<file path="src/rtl/ysyx_25030081_pkg.sv">
// Shared definitions for the ysyx_25030081 instruction fetch unit.
//   ifu_state_e  : fetch FSM states (FETCH -> WAIT -> DELIVER)
//   IFU_RESET_PC : first fetch address after reset
//   INST_NOP     : instruction substituted for a faulted fetch (addi x0,x0,0)
package ysyx_25030081_pkg;

  typedef enum logic [1:0] {
    ST_FETCH   = 2'd0,
    ST_WAIT    = 2'd1,
    ST_DELIVER = 2'd2
  } ifu_state_e;

  localparam logic [31:0] IFU_RESET_PC = 32'h8000_0000;
  localparam logic [31:0] INST_NOP     = 32'h0000_0013;

endpackage

</file>
<file path="src/rtl/ysyx_25030081_ifu.sv">
// Instruction fetch unit: issues one fetch at a time to instruction memory,
// holds the returned word until decode accepts it, and follows redirects
// from execute.
//
// Ports
//   clk, rst_n                      : clock, asynchronous active-low reset
//   imem_req_valid/ready/addr       : fetch request channel
//   imem_resp_valid/data/err        : fetch response channel (err = access fault)
//   id_valid/ready/inst/pc/fault    : instruction handed to decode
//   redirect_valid/pc               : execute-stage redirect (highest priority)
module ysyx_25030081_ifu
  import ysyx_25030081_pkg::*;
#(
  parameter int                    DATA_WIDTH = 32,
  parameter logic [DATA_WIDTH-1:0] RESET_PC   = DATA_WIDTH'(IFU_RESET_PC)
) (
  input  logic                  clk,
  input  logic                  rst_n,
  output logic                  imem_req_valid,
  input  logic                  imem_req_ready,
  output logic [DATA_WIDTH-1:0] imem_req_addr,
  input  logic                  imem_resp_valid,
  input  logic [DATA_WIDTH-1:0] imem_resp_data,
  input  logic                  imem_resp_err,
  output logic                  id_valid,
  input  logic                  id_ready,
  output logic [DATA_WIDTH-1:0] id_inst,
  output logic [DATA_WIDTH-1:0] id_pc,
  output logic                  id_fault,
  input  logic                  redirect_valid,
  input  logic [DATA_WIDTH-1:0] redirect_pc
);

  ifu_state_e            state_q, state_d;
  logic [DATA_WIDTH-1:0] pc_q, pc_d;
  logic                  drop_q, drop_d;
  logic [DATA_WIDTH-1:0] inst_q, inst_d;
  logic [DATA_WIDTH-1:0] ipc_q, ipc_d;
  logic                  fault_q, fault_d;
  logic                  req_fire;

  // The request is masked while reset is held so that nothing is issued
  // during reset, yet it appears in the very first cycle after release.
  assign imem_req_valid = rst_n & (state_q == ST_FETCH);
  assign imem_req_addr  = pc_q;
  assign req_fire       = imem_req_valid & imem_req_ready;

  // A redirect kills the held instruction combinationally, so decode can
  // never handshake a wrong-path word even with id_ready high.
  assign id_valid = (state_q == ST_DELIVER) & ~redirect_valid;
  assign id_inst  = inst_q;
  assign id_pc    = ipc_q;
  assign id_fault = fault_q;

  always_comb begin
    state_d = state_q;
    pc_d    = pc_q;
    drop_d  = drop_q;
    inst_d  = inst_q;
    ipc_d   = ipc_q;
    fault_d = fault_q;

    unique case (state_q)
      ST_FETCH: begin
        if (req_fire) begin
          state_d = ST_WAIT;
          // Request already accepted for the old path: its response is stale.
          drop_d  = redirect_valid;
        end
      end

      ST_WAIT: begin
        if (imem_resp_valid) begin
          if (drop_q || redirect_valid) begin
            state_d = ST_FETCH;
            drop_d  = 1'b0;
          end else begin
            state_d = ST_DELIVER;
            inst_d  = imem_resp_err ? DATA_WIDTH'(INST_NOP) : imem_resp_data;
            ipc_d   = pc_q;
            fault_d = imem_resp_err;
          end
        end else if (redirect_valid) begin
          drop_d = 1'b1;
        end
      end

      ST_DELIVER: begin
        if (redirect_valid) begin
          state_d = ST_FETCH;
        end else if (id_ready) begin
          state_d = ST_FETCH;
          pc_d    = pc_q + DATA_WIDTH'(3'd4);
        end
      end

      default: state_d = ST_FETCH;
    endcase

    if (redirect_valid) begin
      pc_d = redirect_pc;
    end
  end

  always_ff @(posedge clk or negedge rst_n) begin
    if (!rst_n) begin
      state_q <= ST_FETCH;
      pc_q    <= RESET_PC;
      drop_q  <= 1'b0;
      inst_q  <= '0;
      ipc_q   <= '0;
      fault_q <= 1'b0;
    end else begin
      state_q <= state_d;
      pc_q    <= pc_d;
      drop_q  <= drop_d;
      inst_q  <= inst_d;
      ipc_q   <= ipc_d;
      fault_q <= fault_d;
    end
  end

endmodule

</file>
<file path="config.mk">
export PLATFORM = sky130hd
export DESIGN_NAME = ysyx_25030081_ifu
export DESIGN_NICKNAME = d
export VERILOG_FILES = /design/src/rtl/ysyx_25030081_pkg.sv /design/src/rtl/ysyx_25030081_ifu.sv
export SDC_FILE = /design/constraint.sdc
export NUM_CORES = 1
export LEC_CHECK = 0
export BUFFER_PORTS_ARGS = -buffer_cell sky130_fd_sc_hd__clkbuf_2
export CORE_MARGIN = 2
export CORE_UTILIZATION = 45
export DETAILED_ROUTE_END_ITERATION = 8
export PLACE_DENSITY = 0.74
export SLEW_MARGIN = 40
export SYNTH_ARGS = -nofsm -noshare
export SYNTH_HDL_FRONTEND = slang
export SYNTH_SLANG_ARGS = --single-unit
</file>
<file path="constraint.sdc">
create_clock -name clk -period 1.9 [get_ports clk]
set_clock_uncertainty 0.2 [all_clocks]
set_input_delay 0.095 -clock clk [delete_from_list [all_inputs] [get_ports clk]]
set_output_delay 0.095 -clock clk [all_outputs]
set_load 0.02 [all_outputs]
</file>
==> out/results.txt, run 1 <==
DR vias -> 4651
share of power burned in registers -> 41.8%
top cell type's share of synthesized area -> 54.2%
ys async rst share -> 100%
Min-Delay Endpoint -> imem_req_addr[9]
switching pwr -> 2760 uW
dpl ws -> -0.139 ns
Final Wtd Congestion -> 0.825
internal power -> 4780 uW
Final Util -> 72.2%
Hold Path Origin -> id_ready
FMAX -> 0.497 GHz
worst-margin pin slew -> 0.501 ns
period utilisation layout -> 106%
global-route wire length before repair -> 23500 um
R2R setup slack -> -0.11 ns
Cells after Synth -> 440
combinational power share -> 36.8%
Die Width -> 105 um
IO Pins -> 170
reg2reg path depth -> 5
failing checks -> negative setup slack
n_diodes -> 0
DR pass1 iterations -> 5
min setup slack post-route -> -0.110 ns
port bufs -> 169
overall routed net length -> 14500 um
die area -> 11000 um^2
P per Cell Area -> 1060 nW/um^2
Leakage Power -> 0.00333 uW
DRC violations left -> 0
placed cell areas -> 5880 um^2
Arrival @ worst endpoint -> 2.07 ns
worst hold stages -> 5
kind of critical path -> reg2reg
root cell of the clock tree -> clkbuf_8
H-tree levels -> 3
EDFF count, synth -> 0
syn nets -> 512
final worst path period need -> 2.01 ns
final setup violating endpoints -> 25
dominant cell by count in the synthesized netlist -> dfrtp_1
Worst IR Drop VDD -> 708 uV
layout cells sized above 1 -> 44.5%
worst-path fanout max -> 14
reg-to-reg endpoint -> id_pc[1]
post-synthesis area per instance -> 10.4 um^2
Total GRT Usage -> 26.9%
Syn Std Cell Area -> 4570 um^2
Initial Utilization -> 46.5%
Nets -> 791
clock tree buffer depth -> 2
First DRT Iteration DRCs -> 361
Sw Ratio -> 36.6%
Clk network pwr share -> 21.4%
relative slew slack -> 66.6%
worst-skew pair later-pin latency -> 0.37 ns
CTS tree -> done
Most used DFF post-synth -> dfrtp_1
Worst Hold Class -> in2reg
post-synthesis sequential area ratio -> 54.8%
Via density -> 5.43
Commonest cells post-synth -> dfrtp_1, nand2_1, o21ai_0
area grow syn2layout -> 55.2%
clk sink count -> 100
synth warn -> 0
Yosys top cell by area -> dfrtp_1
critical path endpoint category -> flip-flop
total clock buffers created by CTS -> 9
Critical Path RT -> 1.96 ns
CP Launch Type -> flip-flop
overall power -> 7540 uW
vias in the first global route -> 4663
core box area -> 9820 um^2
RSZ-0062 raised after global routing -> true
initial antenna violation count -> 0
RR Startpoint -> state_q[0]
final instance area -> 7090 um^2
Synth Register Bits -> 100
drt wl/cell -> 17.0 um
Final Hold Vio Count -> 0
clock-pin transition on the worst setup and hold timing paths -> 0.10 ns
max-cap viol count -> 0
Final HPWL DP -> 8960 um
largest net degree at the start of global routing -> 97
Fin Setup TNS -> -1.35 ns
Area contributors post-synth -> dfrtp_1, mux2_2, o21ai_0
Routed Antenna Nets -> 0
status -> complete, but fails checks
Row Count -> 36
post-synthesis cell type count -> 38
die height -> 105 um
grt total ovfl -> 0
Max Slew Vio Count -> 0
power by group through the flow:
| stage | combinational (uW) | sequential (uW) | clock, uW |
|---|---|---|---|
| CTS | 2740 | 3130 | 1640 |
| floorplan | 689 | 3970 | 0 |
| detailed placement | 2570 | 3180 | 0 |
| global route | 2960 | 3220 | 1720 |
| finish | 2770 | 3150 | 1620 |
| global placement | 2530 | 3120 | 0 |
area by class of cell:
type / instances / area, um^2
tap: 133 / 166
multi-input combinational: 303 / 1990
clock buffer: 9 / 124
fill: 668 / 2730
timing repair buffer: 304 / 2160
sequential: 100 / 2530
clock inverter: 7 / 115
inverter: 1 / 3.75
layer usage:
layer | share of wire, % | GRT usage, % | vias to the layer above | routed length, um
met5 | 0 | 0 | - | 0
met4 | 2.1 | 9.43 | 0 | 312
met3 | 7.8 | 6.11 | 31 | 1130
met2 | 50 | 45.2 | 244 | 7310
met1 | 40 | 34.1 | 2251 | 5780
li1 | - | - | 2125 | -
state kept, by name, indices dropped and copies added (netlist names):
name,flops
id_pc,32
state_q,2
imem_req_addr,32
id_fault,1
id_inst,32
drop_q,1
worst max path at each step:
stage,to,start
CTS,imem_req_addr[22],imem_req_addr[3]
detailed placement,imem_req_addr[29],imem_req_addr[25]
global route,imem_req_addr[19],state_q[0]
floorplan,imem_req_addr[20],imem_req_addr[2]
global placement,imem_req_addr[30],imem_req_addr[23]
finish,id_pc[1],state_q[0]
cells in the final DEF (no fill, tap or decap), types with 3 or more instances in the layout:
| cell | n |
|---|---|
| dlygate4sd3_1 | 73 |
| clkbuf_2 | 168 |
| o21ai_0 | 32 |
| xor2_1 | 4 |
| and3_1 | 3 |
| buf_6 | 6 |
| o31ai_1 | 14 |
| nand2_1 | 56 |
| nor2_1 | 20 |
| xnor2_1 | 6 |
| or4_4 | 7 |
| nand2b_1 | 31 |
| mux2_2 | 36 |
| bufinv_16 | 3 |
| dfrtp_2 | 20 |
| dfrtp_1 | 79 |
| or4_1 | 11 |
| o21ai_1 | 13 |
| nand4_1 | 15 |
| a31oi_1 | 15 |
| clkbuf_8 | 9 |
| nand3_1 | 8 |
| buf_4 | 51 |
worst max-delay path, cell delays in order (launching register included):
cell and delay, ns:
dfrtp_1 0.39, buf_4 0.15, nand2_1 0.07, or4_4 0.50
bufbuf_16 0.33, mux2_2 0.27
stage by stage:
| stage | instances | hold slack, ns |
|---|---|---|
| 3_5_place_dp | 757 | -0.261 |
| 2_1_floorplan | 440 | -0.401 |
| 5_1_grt | 857 | 0.0741 |
| 6_report | 857 | 0.0439 |
| 3_3_place_gp | 757 | -0.262 |
| 4_1_cts | 856 | 0.0159 |
what timing repair did:
| action | CTS | global route |
|---|---|---|
| endpoints found under the setup margin | 37 | 75 |
| gates resized for setup | 20 | 26 |
| pin swaps | 12 | 5 |
| setup buffers | 8 | 1 |
| hold buffers | 73 | 0 |
| endpoints found under the hold margin | 166 | 0 |
| cloned | 2 | 0 |
logic make-up after synthesis:
kind of cell,count (synthesis),share of synthesized area (%)
XOR/XNOR,10,1.92
AND/OR/NAND/NOR,170,19.7
adder cells (fa/ha/maj),1,0.274
multiplexers,38,9.33
AO/OA/AOI/OAI,84,10.8
flip-flops,100,54.8
buffers and inverters,37,3.26
No activity file was read; power rests on OpenSTA's default activity.
==> run 2: changes to the inputs <==
--- a/config.mk
+++ b/config.mk
@@ -10,7 +10,6 @@
 export CORE_UTILIZATION = 45
 export DETAILED_ROUTE_END_ITERATION = 8
 export PLACE_DENSITY = 0.74
-export SLEW_MARGIN = 40
 export SYNTH_ARGS = -nofsm -noshare
 export SYNTH_HDL_FRONTEND = slang
 export SYNTH_SLANG_ARGS = --single-unit
==> constraint.sdc (replaced) <==
create_clock -name clk -period 1.7 [get_ports clk]
set_clock_uncertainty 0.2 [all_clocks]
set_input_delay 0.085 -clock clk [delete_from_list [all_inputs] [get_ports clk]]
set_output_delay 0.085 -clock clk [all_outputs]
set_load 0.02 [all_outputs]
==> out/results.txt, run 2 (synthesis gave the netlist of run 1 again) <==
status -> complete, but fails checks
failing checks -> negative setup slack
Die Width -> 105 um (unchanged)
FMAX -> 0.459 GHz (-7.7%)
CP Launch Type -> flip-flop
total clock buffers created by CTS -> 9 (unchanged)
clk sink count -> 100 (unchanged)
critical path, cell by cell -> buf_4 -> nand3_1 -> or4_4 -> or4_1 -> a31oi_1
clock tree buffer depth -> 2 (unchanged)
worst hold stages -> 5 (unchanged)
R2R setup slack -> -0.48 ns (-0.37 ns)
global-route wire length before repair -> 24800 um (+5.5%)
reg-to-reg endpoint -> imem_req_addr[28]
Worst IR Drop VDD -> 593 uV (-16%)
root cell of the clock tree -> clkbuf_8
Slowest-stage cell, CP -> or4_4
Via density -> 5.67 (+4.4%)
Fin Setup TNS -> -26.78 ns (-25.43 ns)
drt wl/cell -> 20.1 um (+18%)
P per Cell Area -> 1080 nW/um^2 (+1.7%)
Initial Utilization -> 46.5% (unchanged)
reg2reg path depth -> 5 (unchanged)
worst-skew pair later-pin latency -> 0.36 ns (about the same)
Max Slew Vio Count -> 0 (unchanged)
Total GRT Usage -> 28.3% (+1.4 points)
Arrival @ worst endpoint -> 2.26 ns (+0.19 ns)
relative slew slack -> 65.9% (-0.77 points)
Final HPWL DP -> 9090 um (+1.6%)
final worst path period need -> 2.18 ns (+0.167 ns)
placed cell areas -> 6050 um^2 (+3.0%)
die area -> 11000 um^2 (unchanged)
RSZ-0062 raised after global routing -> true
most common cell after layout, fill and taps aside -> clkbuf_2
DR pass1 iterations -> 5 (unchanged)
Crit path max-delay family -> simple AND/OR/NAND/NOR gates
Final Wtd Congestion -> 0.822 (-0.40%)
layout cells sized above 1 -> 56.7% (+12 points)
CTS tree -> done
IO Pins -> 170 (unchanged)
min setup slack post-route -> -0.477 ns (-0.367 ns)
most frequent cells in the layout -> clkbuf_2, dfrtp_1, buf_4
First DRT Iteration DRCs -> 367 (+1.7%)
crit path buf inv count -> 1 (-1)
kind of critical path -> reg2reg
Final Hold Vio Count -> 0 (unchanged)
critical path endpoint category -> flip-flop
Nets -> 839 (+6.1%)
Row Count -> 36 (unchanged)
overall routed net length -> 18200 um (+25%)
Leakage Power -> 0.00375 uW (+13%)
worst-margin pin slew -> 0.512 ns (+0.0115 ns)
clock-pin transition on the worst setup and hold timing paths -> 0.10 ns (about the same)
Final Util -> 81.8% (+9.6 points)
n_diodes -> 0 (unchanged)
DR vias -> 5128 (+10%)
grt total ovfl -> 0 (unchanged)
dpl ws -> -0.331 ns (-0.192 ns)
Worst Hold Class -> in2reg
port bufs -> 169 (unchanged)
Min-Delay Endpoint -> imem_req_addr[9]
Routed Antenna Nets -> 0 (unchanged)
period utilisation layout -> 128% (+22 points)
worst-path fanout max -> 3 (-11)
Critical Path RT -> 1.78 ns (-0.18 ns)
area grow syn2layout -> 75.7%
Hold Path Origin -> id_ready
die height -> 105 um (unchanged)
H-tree levels -> 3 (unchanged)
max-cap viol count -> 0 (unchanged)
final setup violating endpoints -> 87 (+250%)
initial antenna violation count -> 0 (unchanged)
RR Startpoint -> imem_req_addr[14]
core box area -> 9820 um^2 (unchanged)
Max stage delay on crit path -> 0.56 ns (+0.06 ns)
final instance area -> 8030 um^2 (+13%)
largest net degree at the start of global routing -> 91 (-6.2%)
DRC violations left -> 0 (unchanged)
vias in the first global route -> 5055 (+8.4%)
[run 2: cell count changes in the layout (fill, tap and decap cells not counted), sizes merged]
| cell | previous run | this run |
|---|---|---|
| clkinvlp | 2 | 0 |
| clkbuf | 177 | 184 |
| bufinv | 3 | 0 |
| bufbuf | 1 | 0 |
| dlygate4sd3 | 73 | 69 |
| buf | 62 | 113 |
[run 2: worst register-to-register path, delay by kind of cell, from the launching register on]
kind	cells	cell delay (ns)
flip-flops	1	0.43
buffers and inverters	1	0.15
AND/OR/NAND/NOR	3	1.16
AO/OA/AOI/OAI	1	0.17
[run 2: area by class of cell]
class / instances / area (um^2)
timing repair buffer: 352 / 2800
sequential: 100 / 2530
multi-input combinational: 303 / 2350
fill: 520 / 1790
tap: 133 / 166
clock buffer: 14 / 163
clock inverter: 2 / 10.0
inverter: 1 / 3.75
[run 2: how the worst max path moves through the flow]
stage	startpoint	end	depth (start not counted)
4_1_cts	imem_req_addr[22]	imem_req_addr[30]	4
3_3_place_gp	imem_req_addr[23]	imem_req_addr[30]	4
3_5_place_dp	imem_req_addr[23]	imem_req_addr[28]	4
5_1_grt	imem_req_addr[14]	imem_req_addr[28]	5
2_1_floorplan	imem_req_addr[2]	imem_req_addr[20]	7
6_report	imem_req_addr[14]	imem_req_addr[28]	5
[run 2: per-layer routing]
metal | GRT usage, % | routed length, um | up-vias
met5 | 0 | 0 | -
met4 | 9.52 | 536 | 0
met3 | 6.24 | 1400 | 55
met2 | 50.9 | 9210 | 302
met1 | 33.3 | 7040 | 2535
li1 | - | - | 2236
[run 2: through the flow]
step,hold WS (ns),total power [uW],cells
3_3_place_gp,-0.254,6390,777
3_5_place_dp,-0.250,6510,777
6_report,0.0290,8680,905
2_1_floorplan,-0.411,5260,440
4_1_cts,0.00102,8200,887
5_1_grt,0.0523,9060,905
[run 2: report_power, final]
part	internal [uW]	switching, uW	leakage [uW]
combinational	1570	2040	0.00246
clock	612	813	0.0000905
sequential	3110	543	0.00120
[run 2: repair_timing]
action                                 in CTS  in global routing
endpoints found under the hold margin     166                  0
hold buffers                               69                  0
buffers inserted                           19                 16
setup endpoints to repair                  88                 91
gates cloned                                7                  5
resized for setup                          49                109
pin swaps                                  30                 58
==> run 3: changes to the inputs <==
--- a/config.mk
+++ b/config.mk
@@ -10,6 +10,7 @@
 export CORE_UTILIZATION = 45
 export DETAILED_ROUTE_END_ITERATION = 8
 export PLACE_DENSITY = 0.74
+export SETUP_SLACK_MARGIN = 0.05
 export SYNTH_ARGS = -nofsm -noshare
 export SYNTH_HDL_FRONTEND = slang
 export SYNTH_SLANG_ARGS = --single-unit
==> out/results.txt, run 3 (synthesis gave the netlist of run 1 again) <==
status -> complete, but fails checks
failing checks -> negative setup slack
R2R setup slack -> -0.36 ns (+0.12 ns)
clock tree buffer depth -> 2 (unchanged)
n_diodes -> 0 (unchanged)
Row Count -> 36 (unchanged)
DR pass1 iterations -> 5 (unchanged)
Final Hold Vio Count -> 0 (unchanged)
worst-margin pin slew -> 0.538 ns (+0.0261 ns)
final setup violating endpoints -> 90 (+3.4%)
critical path, cell by cell -> buf_4 -> nand3_1 -> or4_4 -> or4_1 -> a31oi_1
drt wl/cell -> 19.8 um (-1.4%)
Max Slew Vio Count -> 0 (unchanged)
DRC violations left -> 0 (unchanged)
final worst path period need -> 2.06 ns (-0.121 ns)
Setup crit end -> imem_req_addr[28]
RSZ-0062 raised after global routing -> true
dpl ws -> -0.346 ns (-0.0150 ns)
die height -> 105 um (unchanged)
Critical Path RT -> 1.79 ns (about the same)
core box area -> 9820 um^2 (unchanged)
layout cells sized above 1 -> 54.4% (-2.3 points)
die area -> 11000 um^2 (unchanged)
port bufs -> 169 (unchanged)
placed cell areas -> 6050 um^2 (about the same)
Total GRT Usage -> 29.3% (+1.0 points)
Worst IR Drop VDD -> 592 uV (-0.23%)
root cell of the clock tree -> clkbuf_8
Crit path max-delay family -> simple AND/OR/NAND/NOR gates
vias in the first global route -> 4992 (-1.2%)
Worst Hold Class -> in2async
Max stage delay on crit path -> 0.53 ns (-0.03 ns)
Final HPWL DP -> 8860 um (-2.6%)
reg-to-reg endpoint -> imem_req_addr[28]
CP Launch Point -> imem_req_addr[14]
IO Pins -> 170 (unchanged)
Clk network pwr share -> 19.6% (+3.2 points)
Filler cells -> 541 (+4.0%)
Leakage Power -> 0.00377 uW (+0.37%)
Initial Utilization -> 46.5% (unchanged)
P per Cell Area -> 1110 nW/um^2 (+3.1%)
Nets -> 844 (+0.60%)
H-tree levels -> 3 (unchanged)
RR Startpoint -> imem_req_addr[14]
multi-input logic area -> 2290 um^2 (-2.8%)
Fin Hold WS -> 0.0214 ns (-0.00758 ns)
clock-pin transition on the worst setup and hold timing paths -> 0.10 ns (about the same)
worst-path fanout max -> 3 (unchanged)
Die Width -> 105 um (unchanged)
First DRT Iteration DRCs -> 463 (+26%)
combinational power share -> 40.0% (-1.5 points)
clk sink count -> 100 (unchanged)
area grow syn2layout -> 77.3%
max-cap viol count -> 0 (unchanged)
Routed Antenna Nets -> 0 (unchanged)
CTS tree -> done
final instance area -> 8100 um^2 (+0.89%)
Arrival @ worst endpoint -> 2.14 ns (-0.12 ns)
period utilisation layout -> 121% (-7.1 points)
min setup slack post-route -> -0.356 ns (+0.121 ns)
most common cell after layout, fill and taps aside -> clkbuf_2
kind of critical path -> reg2reg
internal power -> 5610 uW (+6.3%)
initial antenna violation count -> 0 (unchanged)
Slowest-stage cell, CP -> or4_4
switching pwr -> 3420 uW (+0.56%)
FF+latch area -> 2530 um^2 (about the same)
relative slew slack -> 64.1% (-1.7 points)
global-route wire length before repair -> 25400 um (+2.6%)
FMAX -> 0.486 GHz (+5.9%)
DR vias -> 5093 (-0.68%)
crit path buf inv count -> 1 (unchanged)
most frequent cells in the layout -> clkbuf_2, dlygate4sd3_1, dfrtp_1
total clock buffers created by CTS -> 9 (unchanged)
Final Wtd Congestion -> 0.863 (+5.0%)
Via density -> 5.60 (-1.2%)
critical path endpoint category -> flip-flop
overall routed net length -> 18000 um (-0.86%)
CP Launch Type -> flip-flop
largest net degree at the start of global routing -> 88 (-3.3%)
worst-skew pair later-pin latency -> 0.36 ns (about the same)
Crit. path cell count -> 5 (unchanged)
Sw Ratio -> 37.8% (-1.3 points)
grt total ovfl -> 0 (unchanged)
reg2reg path depth -> 5 (unchanged)
share of power burned in registers -> 40.3% (-1.7 points)
[run 3: per-layer routing]
metal | part of all wire, % | global-route usage, % | wire, um
met1 | 39 | 36.3 | 6980
met4 | 3.4 | 10.9 | 612
met3 | 6.5 | 4.99 | 1170
met5 | 0 | 0 | 0
met2 | 51 | 51.3 | 9270
[run 3: final cells by class]
cell class	instances	area share [%]
flip-flops and latches	100	31.2
clock buffers	12	2.04
multi-input cells	303	28.3
inverters	1	0.0463
clock inverters	4	0.865
well taps	133	2.05
repair buffers	357	35.5
[run 3: stage by stage]
step	cells	setup TNS, ns	total power [uW]	util [%]
final	910	-24.94	9030	82.5
after global routing	910	-27.60	9410	82.5
after CTS	898	-18.81	8650	78.6
after detailed placement	775	-13.33	6500	61.6
after global placement	775	-10.85	6380	61.6
after floorplan	440	-13.82	5260	-
[run 3: worst min path at each step]
stage	from	end	slack [ns]	cells past startpoint
after floorplan	rst_n	drop_q	-0.41	0
after detailed placement	rst_n	state_q[1]	-0.23	1
after CTS	rst_n	state_q[0]	0.002	2
after global routing	rst_n	state_q[1]	0.0006	2
final	rst_n	imem_req_addr[3]	0.02	2
after global placement	rst_n	state_q[0]	-0.24	1
[run 3: power groups by stage]
| stage | clock network, uW | logic, uW | registers [uW] |
|---|---|---|---|
| 6_report | 1770 | 3610 | 3640 |
| 5_1_grt | 1910 | 3800 | 3700 |
| 4_1_cts | 1800 | 3320 | 3520 |
| 3_5_place_dp | 0 | 2950 | 3550 |
| 3_3_place_gp | 0 | 2890 | 3490 |
| 2_1_floorplan | 0 | 823 | 4440 |
[run 3: what timing repair did]
action,4_1_cts,5_1_grt
cloned,10,3
hold buffers,83,0
endpoints found under the hold margin,166,0
pin swaps,39,27
gates resized for setup,70,87
setup buffers,14,15
endpoints found under the setup margin,89,93
